[src/rtl/uart_byte_tx.sv]
// Byte-wide UART transmitter with a small FIFO: 8N1 frames, LSB first, idle high.
// Optional even parity bit after the data bits when UART_TX_PARITY_EN is defined.
module uart_byte_tx #(
  parameter int CYCLES_PER_BIT = 868,
  parameter int FIFO_DEPTH     = 4
) (
  input  logic       clk_in,
  input  logic       rst_in,
  input  logic [7:0] data_in,
  input  logic       valid_in,
  output logic       ready_out,
  output logic       uart_tx_out,
  output logic       busy_out
);
  localparam int TW = $clog2(CYCLES_PER_BIT);
  localparam int AW = $clog2(FIFO_DEPTH);
  localparam int CW = AW + 1;
  localparam logic [TW-1:0] T_LAST = TW'(CYCLES_PER_BIT - 1);
  localparam logic [CW-1:0] C_FULL = CW'(FIFO_DEPTH);

  typedef enum logic [2:0] {
    IDLE,
    START,
    DATA,
`ifdef UART_TX_PARITY_EN
    PARITY,
`endif
    STOP
  } state_t;

  state_t          state_q, state_d;
  logic [TW-1:0]   tmr_q, tmr_d;
  logic [2:0]      bit_q, bit_d;
  logic [7:0]      sh_q, sh_d;
  logic            tx_q, tx_d;
  logic [AW-1:0]   wr_ptr, rd_ptr;
  logic [CW-1:0]   count_q;
  logic [7:0]      mem [FIFO_DEPTH];
  logic [7:0]      head;
  logic            push, pop, bit_end;
`ifdef UART_TX_PARITY_EN
  logic            par_q, par_d;
`endif

  // Ready depends only on registered count, so a pop never frees a slot in the same cycle.
  assign ready_out   = (count_q != C_FULL);
  assign push        = valid_in && ready_out;
  assign head        = mem[rd_ptr];
  assign bit_end     = (tmr_q == T_LAST);
  assign uart_tx_out = tx_q;
  assign busy_out    = (state_q != IDLE) || (count_q != '0);

  always_ff @(posedge clk_in) begin
    if (push) mem[wr_ptr] <= data_in;
  end

  always_ff @(posedge clk_in) begin
    if (rst_in) begin
      wr_ptr  <= '0;
      rd_ptr  <= '0;
      count_q <= '0;
    end else begin
      if (push) wr_ptr <= wr_ptr + AW'(1);
      if (pop)  rd_ptr <= rd_ptr + AW'(1);
      if (push && !pop)      count_q <= count_q + CW'(1);
      else if (pop && !push) count_q <= count_q - CW'(1);
    end
  end

  always_ff @(posedge clk_in) begin
    if (rst_in) begin
      state_q <= IDLE;
      tmr_q   <= '0;
      bit_q   <= '0;
      sh_q    <= '0;
      tx_q    <= 1'b1;
`ifdef UART_TX_PARITY_EN
      par_q   <= 1'b0;
`endif
    end else begin
      state_q <= state_d;
      tmr_q   <= tmr_d;
      bit_q   <= bit_d;
      sh_q    <= sh_d;
      tx_q    <= tx_d;
`ifdef UART_TX_PARITY_EN
      par_q   <= par_d;
`endif
    end
  end

  // tx_d is the line value for the state being entered, keeping the output a plain flop.
  always_comb begin
    state_d = state_q;
    tmr_d   = tmr_q + TW'(1);
    bit_d   = bit_q;
    sh_d    = sh_q;
    tx_d    = tx_q;
    pop     = 1'b0;
`ifdef UART_TX_PARITY_EN
    par_d   = par_q;
`endif
    case (state_q)
      IDLE: begin
        tmr_d = '0;
        tx_d  = 1'b1;
        if (count_q != '0) begin
          pop     = 1'b1;
          sh_d    = head;
`ifdef UART_TX_PARITY_EN
          par_d   = ^head;
`endif
          state_d = START;
          tx_d    = 1'b0;
        end
      end
      START: begin
        if (bit_end) begin
          tmr_d   = '0;
          bit_d   = '0;
          state_d = DATA;
          tx_d    = sh_q[0];
        end
      end
      DATA: begin
        if (bit_end) begin
          tmr_d = '0;
          if (bit_q == 3'd7) begin
`ifdef UART_TX_PARITY_EN
            state_d = PARITY;
            tx_d    = par_q;
`else
            state_d = STOP;
            tx_d    = 1'b1;
`endif
          end else begin
            bit_d = bit_q + 3'd1;
            sh_d  = {1'b0, sh_q[7:1]};
            tx_d  = sh_q[1];
          end
        end
      end
`ifdef UART_TX_PARITY_EN
      PARITY: begin
        if (bit_end) begin
          tmr_d   = '0;
          state_d = STOP;
          tx_d    = 1'b1;
        end
      end
`endif
      STOP: begin
        if (bit_end) begin
          tmr_d = '0;
          if (count_q != '0) begin
            // Chain straight into the next start bit so frames stay contiguous.
            pop     = 1'b1;
            sh_d    = head;
`ifdef UART_TX_PARITY_EN
            par_d   = ^head;
`endif
            state_d = START;
            tx_d    = 1'b0;
          end else begin
            state_d = IDLE;
            tx_d    = 1'b1;
          end
        end
      end
      default: begin
        state_d = IDLE;
        tmr_d   = '0;
        tx_d    = 1'b1;
      end
    endcase
  end
endmodule
[config.mk]
export PLATFORM = sky130hd
export DESIGN_NAME = uart_byte_tx
export DESIGN_NICKNAME = d
export VERILOG_FILES = /design/src/rtl/uart_byte_tx.sv
export SDC_FILE = /design/constraint.sdc
export NUM_CORES = 1
export LEC_CHECK = 0
export CAP_MARGIN = 20
export CORE_MARGIN = 4
export CORE_UTILIZATION = 50
export DETAILED_ROUTE_END_ITERATION = 10
export HOLD_SLACK_MARGIN = 0.06
export MAX_ROUTING_LAYER = met4
export PLACE_DENSITY_LB_ADDON = 0.3
export SLEW_MARGIN = 0
export SYNTH_ARGS = -nofsm -noshare
export SYNTH_HDL_FRONTEND = slang
export SYNTH_SLANG_ARGS = --single-unit
[constraint.sdc]
create_clock -name clk_in -period 4.6 [get_ports clk_in]
set_input_delay 0.69 -clock clk_in [delete_from_list [all_inputs] [get_ports clk_in]]
set_output_delay 0.69 -clock clk_in [all_outputs]
set_load 0.01 [all_outputs]
Word-level counts from Yosys, hierarchy flattened
Memories as Yosys holds them, arrays and structs flattened. A register that Yosys moved wholly into a read port is not among the register bits.
Index checks and enable logic that the tools add are counted.

operators by class
  add/sub/neg operators = 6
  equal/unequal tests = 12
  muxes and demuxes = 31
  bitwise logic cells = 1
  reductions and logical operators = 18

operators by type and width
  cell                                                              count
  8-bit 2-to-1 mux                                                  4
  3-bit 2-to-1 mux                                                  10
  8-bit one-hot mux with 3 select lines                             1
  2-bit inequality test (second input constant)                     6
  3-bit one-hot mux with 4 select lines                             1
  10-bit by 1-bit adder with 10-bit output (second input constant)  1
  10-bit == test (second input constant)                            1
  1-bit 2-to-1 mux                                                  10
  3-bit nonzero test                                                3
  4-bit AND reduction                                               2
  3-bit by 1-bit adder with 3-bit output (second input constant)    2
  3-bit by 2-bit == test with 1-bit output (second input constant)  2
  3-bit one-hot mux with 2 select lines                             1
  3-bit OR reduction                                                2
  5-bit AND reduction                                               1
  2-bit by 1-bit adder with 2-bit output (second input constant)    2
  2-bit 2-to-1 mux                                                  2
  1-bit one-hot mux with 4 select lines                             1
  2-bit nonzero test                                                2
  3-bit by 1-bit == test with 1-bit output (second input constant)  1
  3-bit == test (second input constant)                             1
  1-bit logical AND                                                 3
  3-bit logical NOT                                                 1
  3-bit inequality test (second input constant)                     1
  6 further kinds                                                   7

storage, ports and cells
  bits in registers = 32
  RAM bits = 32
  bits of input ports = 11
  output and inout bits = 3
  logic and storage cells = 77
  memories kept = 1

memory list
  memory  words  bits a word  rd ports  clocked after memory_dff  wr ports  line  text
  mem     4      8            1         1                         1         38    logic [7:0] mem [FIFO_DEPTH];

Depth between registers and ports, before layout
  depth in word-level cells = 7
  gate-level depth with buffers = 10

Worst setup path after synthesis
Ideal clock, no wire load.

  path kind = register -> register
  start point = register tmr_q[0]
  end point = register count_q[2]
  data arrival time = 2.348 ns
  required time = 4.529 ns
  slack = 2.182 ns
  cell stages (with the launch flop) = 11
  path buffers = 0
  clock period less this slack = 2.418 ns
  cell sequence = dfxtp_1 > ha_1 > and2_1 > a41oi_1 > or2_2 > ha_1 > inv_1 > fa_1 > xor2_1 > or3_1 > a21oi_1

between the ends
  longest elaborated chain between the ends = 6
  elaborated cells on any way between the ends = 8
  classes of those cells = eq/ne: 1; mux: 3; reduce/logical: 4

RTL lines
  what                                                    line  text
  from (decl)                                             32    logic [TW-1:0] tmr_q, tmr_d;
  from (signal assigned)                                  82    tmr_q <= tmr_d;
  10-bit == test (*)                                      49    assign bit_end = (tmr_q == T_LAST);
  1-bit 2-to-1 mux (*)                                    153   if (bit_end) begin
  1-bit one-hot mux with 2 select lines (*)               103   case (state_q)
  1-bit logical NOT                                       65    if (push && !pop) count_q <= count_q + CW'(1);
  1-bit logical AND                                       65
  3-bit 2-to-1 mux or 2-bit nonzero test (tied branches)  n/a
  to (signal assigned)                                    65
  to (signal assigned)                                    66    else if (pop && !push) count_q <= count_q - CW'(1);
  to (decl)                                               37    logic [CW-1:0] count_q;

Every way passes the cells marked *; elsewhere a longest branch is shown, timed or not.
A chain may end at the register's enable or synchronous reset.

Worst setup path in the final report
Ends and elaborated chain as after synthesis.

==> key figures <==
Run status
  – Status: complete, no violations

Yosys
  – Combinational family with the most area after synthesis: simple AND/OR/NAND/NOR gates
  – Total of warnings raised by yosys: 0
  – Flip-flop and latch count after synthesis: 65
  – Net count after synthesis: around 260
  – Number of flops mapped to enable cells by yosys: 32
  – Post-synth top area share: 0.333
  – Simple-Gate Fraction of Synth Area: 0.120
  – Post-Synth XOR/XNOR Area: 0.0334
  – Count of mapped cells out of synthesis: 232
  – Largest cells by area after synthesis: edfxtp_1 (33%), dfxtp_1 (23%), mux4_2 (6.3%)
  – Asr flop ratio synth: 0
  – Fraction of the mapped netlist area in adder cells: 0.0677
  – Proportion of synthesized chip area in sequential cells: 0.563
  – Mean cell area of the mapped netlist: 12.4 um2
  – Top cell type by total area after synthesis: edfxtp_1
  – Main synth FF type: dfxtp_1
  – Synth unique cells: 40
  – Multiplexer fraction of the synthesized cell area: 0.104
  – Area fraction in compound gates after synthesis: 0.0799
  – Cell area after synthesis: 0.00288 mm2

Setup path
  – Cells along the critical path: ha_1 -> and2_1 -> a41oi_1 -> or2_2 -> ha_1 -> inv_1 -> fa_1 -> xor2_1 -> or3_1 -> a21oi_1
  – Crit path arrival time: 2.95 ns
  – Worst path slowest cell: a41oi_1
  – Critical setup path kind: reg2reg
  – Data required time of the critical path: 4.86 ns
  – Critical-path maximum fanout: 5
  – Most used cell along the critical path: ha_1
  – Startpoint types: flop
  – Worst setup EP type: flop
  – Peak per-stage delay on the critical path: 0.39 ns

Global routing
  – First-pass GRT wire length: 8.31 mm
  – Vias in the first global route: between 1500 and 2000
  – Overall global routing resource usage: 0.158
  – Maximum number of pins on one net before global-route repair: 22
  – Antenna violations before repair: 0
  – Residual overflow from global routing: 0

Pwr
  – Clock share of power: 0.306
  – Worst IR Drop VDD: 0.289 mV
  – Leakage power total: 1.14 nW
  – Combinational power share: 0.292
  – Pwr dens: about 600 mW/mm2
  – Sequential share of power: 0.402
  – Switching fraction of total power: 0.312
  – Sw power: about 0.0006 W
  – Post-route total power: 0.00196 W
  – Internal power component: 0.00135 W

Routing
  – DRT antenna net count: 0
  – Vias after detailed routing: 1807
  – Drt initial violations: 78
  – Count of TritonRoute iterations in the first routing pass: 4
  – Vias per inst: 5.59
  – Average detailed-routed wire length per instance: 15.5 um
  – # DRC: 0
  – Detailed Route WL: 4.99 mm

Timing
  – Final sum of negative setup slack: 0 ns
  – Worst slew margin relative to its limit: 0.440
  – Setup violators final: 0
  – Maximum clock frequency: 0.372 GHz
  – Number of max-slew violations in the final report: 0
  – Final clock skew: 0.00860 ns
  – Final Hold Vio Count: 0
  – RSZ-0062 raised after global routing: false
  – Min Clock Period, post-route: 2.69 ns
  – Transition at the pin with the smallest max-transition slack: 0.837 ns
  – Final worst-path cycle share: 0.584

CTS
  – # resized after CTS: 0
  – Number of buffers added to fix hold violations after cts: 0
  – Clk_lat worst skew: 0.35 ns
  – Num CTS Buffers: 9
  – Maximum number of buffers from clock root to sink: 2
  – Clock-pin transition on the worst setup and hold timing paths: 0.07 ns
  – Root Buffer: clkbuf_8
  – Total setup buffers inserted after CTS: 0
  – H-Tree Depth: 3
  – CTS tree: built
  – Number of clock sinks: 65

Floorplan
  – Height of the die: 83.9 um
  – Core Footprint: 0.00554 mm2
  – Total I/O pin count: 14
  – Die area: 0.00704 mm2
  – Initial core utilization: 0.520
  – Horizontal die dimension: 83.9 um
  – Row count: 27

Place
  – GP Congestion: 0.773
  – Port Buffer Count: 13
  – Final HPWL from detailed placement: between 3 and 4 mm

Finish
  – Share of layout cells above drive strength 1: 0.116
  – Layout filler cell count: 444
  – Layout-stage area growth over the synthesis result: 14.4%
  – N_diodes: 0
  – Fin nets: 272

Worst hold path
  – Worst Hold Class: reg2reg

Job
  – Number of max-cap violations: 0
[metrics by stage]
stage | hold slack [ns] | setup slack (ns) | std cells | utilization | cell area, um2
final | 0.474 | 1.91 | 323 | 0.595 | 3300
after CTS | 0.480 | 1.90 | 323 | 0.595 | 3300
after detailed placement | 0.463 | 1.60 | 307 | 0.550 | 3050
after floorplan | 0.430 | 2.18 | 232 | - | 2880
after global routing | 0.503 | 1.64 | 323 | 0.595 | 3300
after global placement | 0.445 | 1.67 | 307 | 0.550 | 3050
[layout make-up]
type | instances | area (um2) | share of cell area
Sequential cell | 65 | 1620 | 0.492
Timing Repair Buffer | 13 | 130 | 0.0395
Inverter | 10 | 37.5 | 0.0114
Tap cell | 72 | 90.1 | 0.0273
Multi-Input combinational cell | 147 | 1170 | 0.354
Clock inverter | 7 | 125 | 0.0380
Clock buffer | 9 | 124 | 0.0376
[cells by family after synthesis]
logic type | count (synthesis)
compound gates | 33
xor+xnor | 11
fa+ha+maj | 15
buf+inv | 20
flops | 65
mux | 20
simple gates | 68
[sequential cells by signal, summed over array words and instances (netlist names), named ones only]
| register | flops |
|---|---|
| mem | 32 |
| uart_tx_out | 1 |
| state_q | 2 |
| rd_ptr | 2 |
| count_q | 3 |
| bit_q | 3 |
| sh_q | 8 |
| wr_ptr | 2 |
| tmr_q | 10 |
[layout by cell type, fill, tap and decap left out, types with 2 or more instances in the layout]
cell type,count
inv_1,10
xnor2_1,7
xor2_1,4
mux4_2,8
and2_1,5
inv_6,2
or3_1,4
or2_2,2
ha_1,14
nor4_1,9
clkdlybuf4s50_1,13
dfxtp_1,33
nand3_1,5
nand2_1,12
o21ai_0,7
nand4_1,2
bufinv_16,3
mux2i_1,12
nor3_1,5
edfxtp_1,32
clkbuf_8,9
nor2_1,18
clkinv_4,2
a31o_1,8
a21oi_1,8
[power by group through the flow]
| stage | sequential [W] | combinational [W] | clock, W |
|---|---|---|---|
| 3_5_place_dp | 0.000801 | 0.000573 | 0 |
| 3_3_place_gp | 0.000798 | 0.000558 | 0 |
| 4_1_cts | 0.000791 | 0.000576 | 0.000617 |
| 5_1_grt | 0.000805 | 0.000642 | 0.000641 |
| 6_report | 0.000789 | 0.000574 | 0.000600 |
| 2_1_floorplan | 0.000765 | 0.000489 | 0 |
[path summary, 6_finish.rpt]
check                            from                       to  slack, ns  cells past startpoint
setup / recovery  tmr_q[0]$_SDFF_PP0_  count_q[2]$_SDFFE_PP0P_       1.91                     10
hold / removal    tmr_q[0]$_SDFF_PP0_      tmr_q[0]$_SDFF_PP0_       0.47                      1
setup reg to reg  tmr_q[0]$_SDFF_PP0_  count_q[2]$_SDFFE_PP0P_       1.91                     10
hold reg to reg   tmr_q[0]$_SDFF_PP0_      tmr_q[0]$_SDFF_PP0_       0.47                      1
[cell usage after synthesis, types with 2 or more instances]
cell type / n
a21oi_1: 8
a31o_1: 8
and2_1: 5
buf_6: 2
clkbuf_1: 7
dfxtp_1: 33
edfxtp_1: 32
ha_1: 14
inv_1: 10
mux2i_1: 12
mux4_2: 8
nand2_1: 12
nand3_1: 5
nand4_1: 2
nor2_1: 18
nor3_1: 5
nor4_1: 9
o21ai_0: 7
or2_2: 2
or3_1: 4
xnor2_1: 7
xor2_1: 4
[layer usage]
| layer | wire length (um) | vias up | share of wire | track usage |
|---|---|---|---|---|
| li1 | - | 895 | - | - |
| met1 | 2310 | 869 | 0.46 | 0.188 |
| met2 | 2340 | 31 | 0.47 | 0.242 |
| met3 | 235 | 12 | 0.047 | 0.0563 |
| met4 | 109 | 0 | 0.022 | 0.0658 |
| met5 | 0 | - | 0 | - |
[worst max-delay path, delay by kind of cell, from the launching register on]
kind	cells	cell delay, ns
fa+ha+maj	3	0.81
simple gates	3	0.68
compound gates	2	0.54
flops	1	0.34
xor+xnor	1	0.18
buf+inv	1	0.06
No activity file was read; power rests on OpenSTA's default activity.
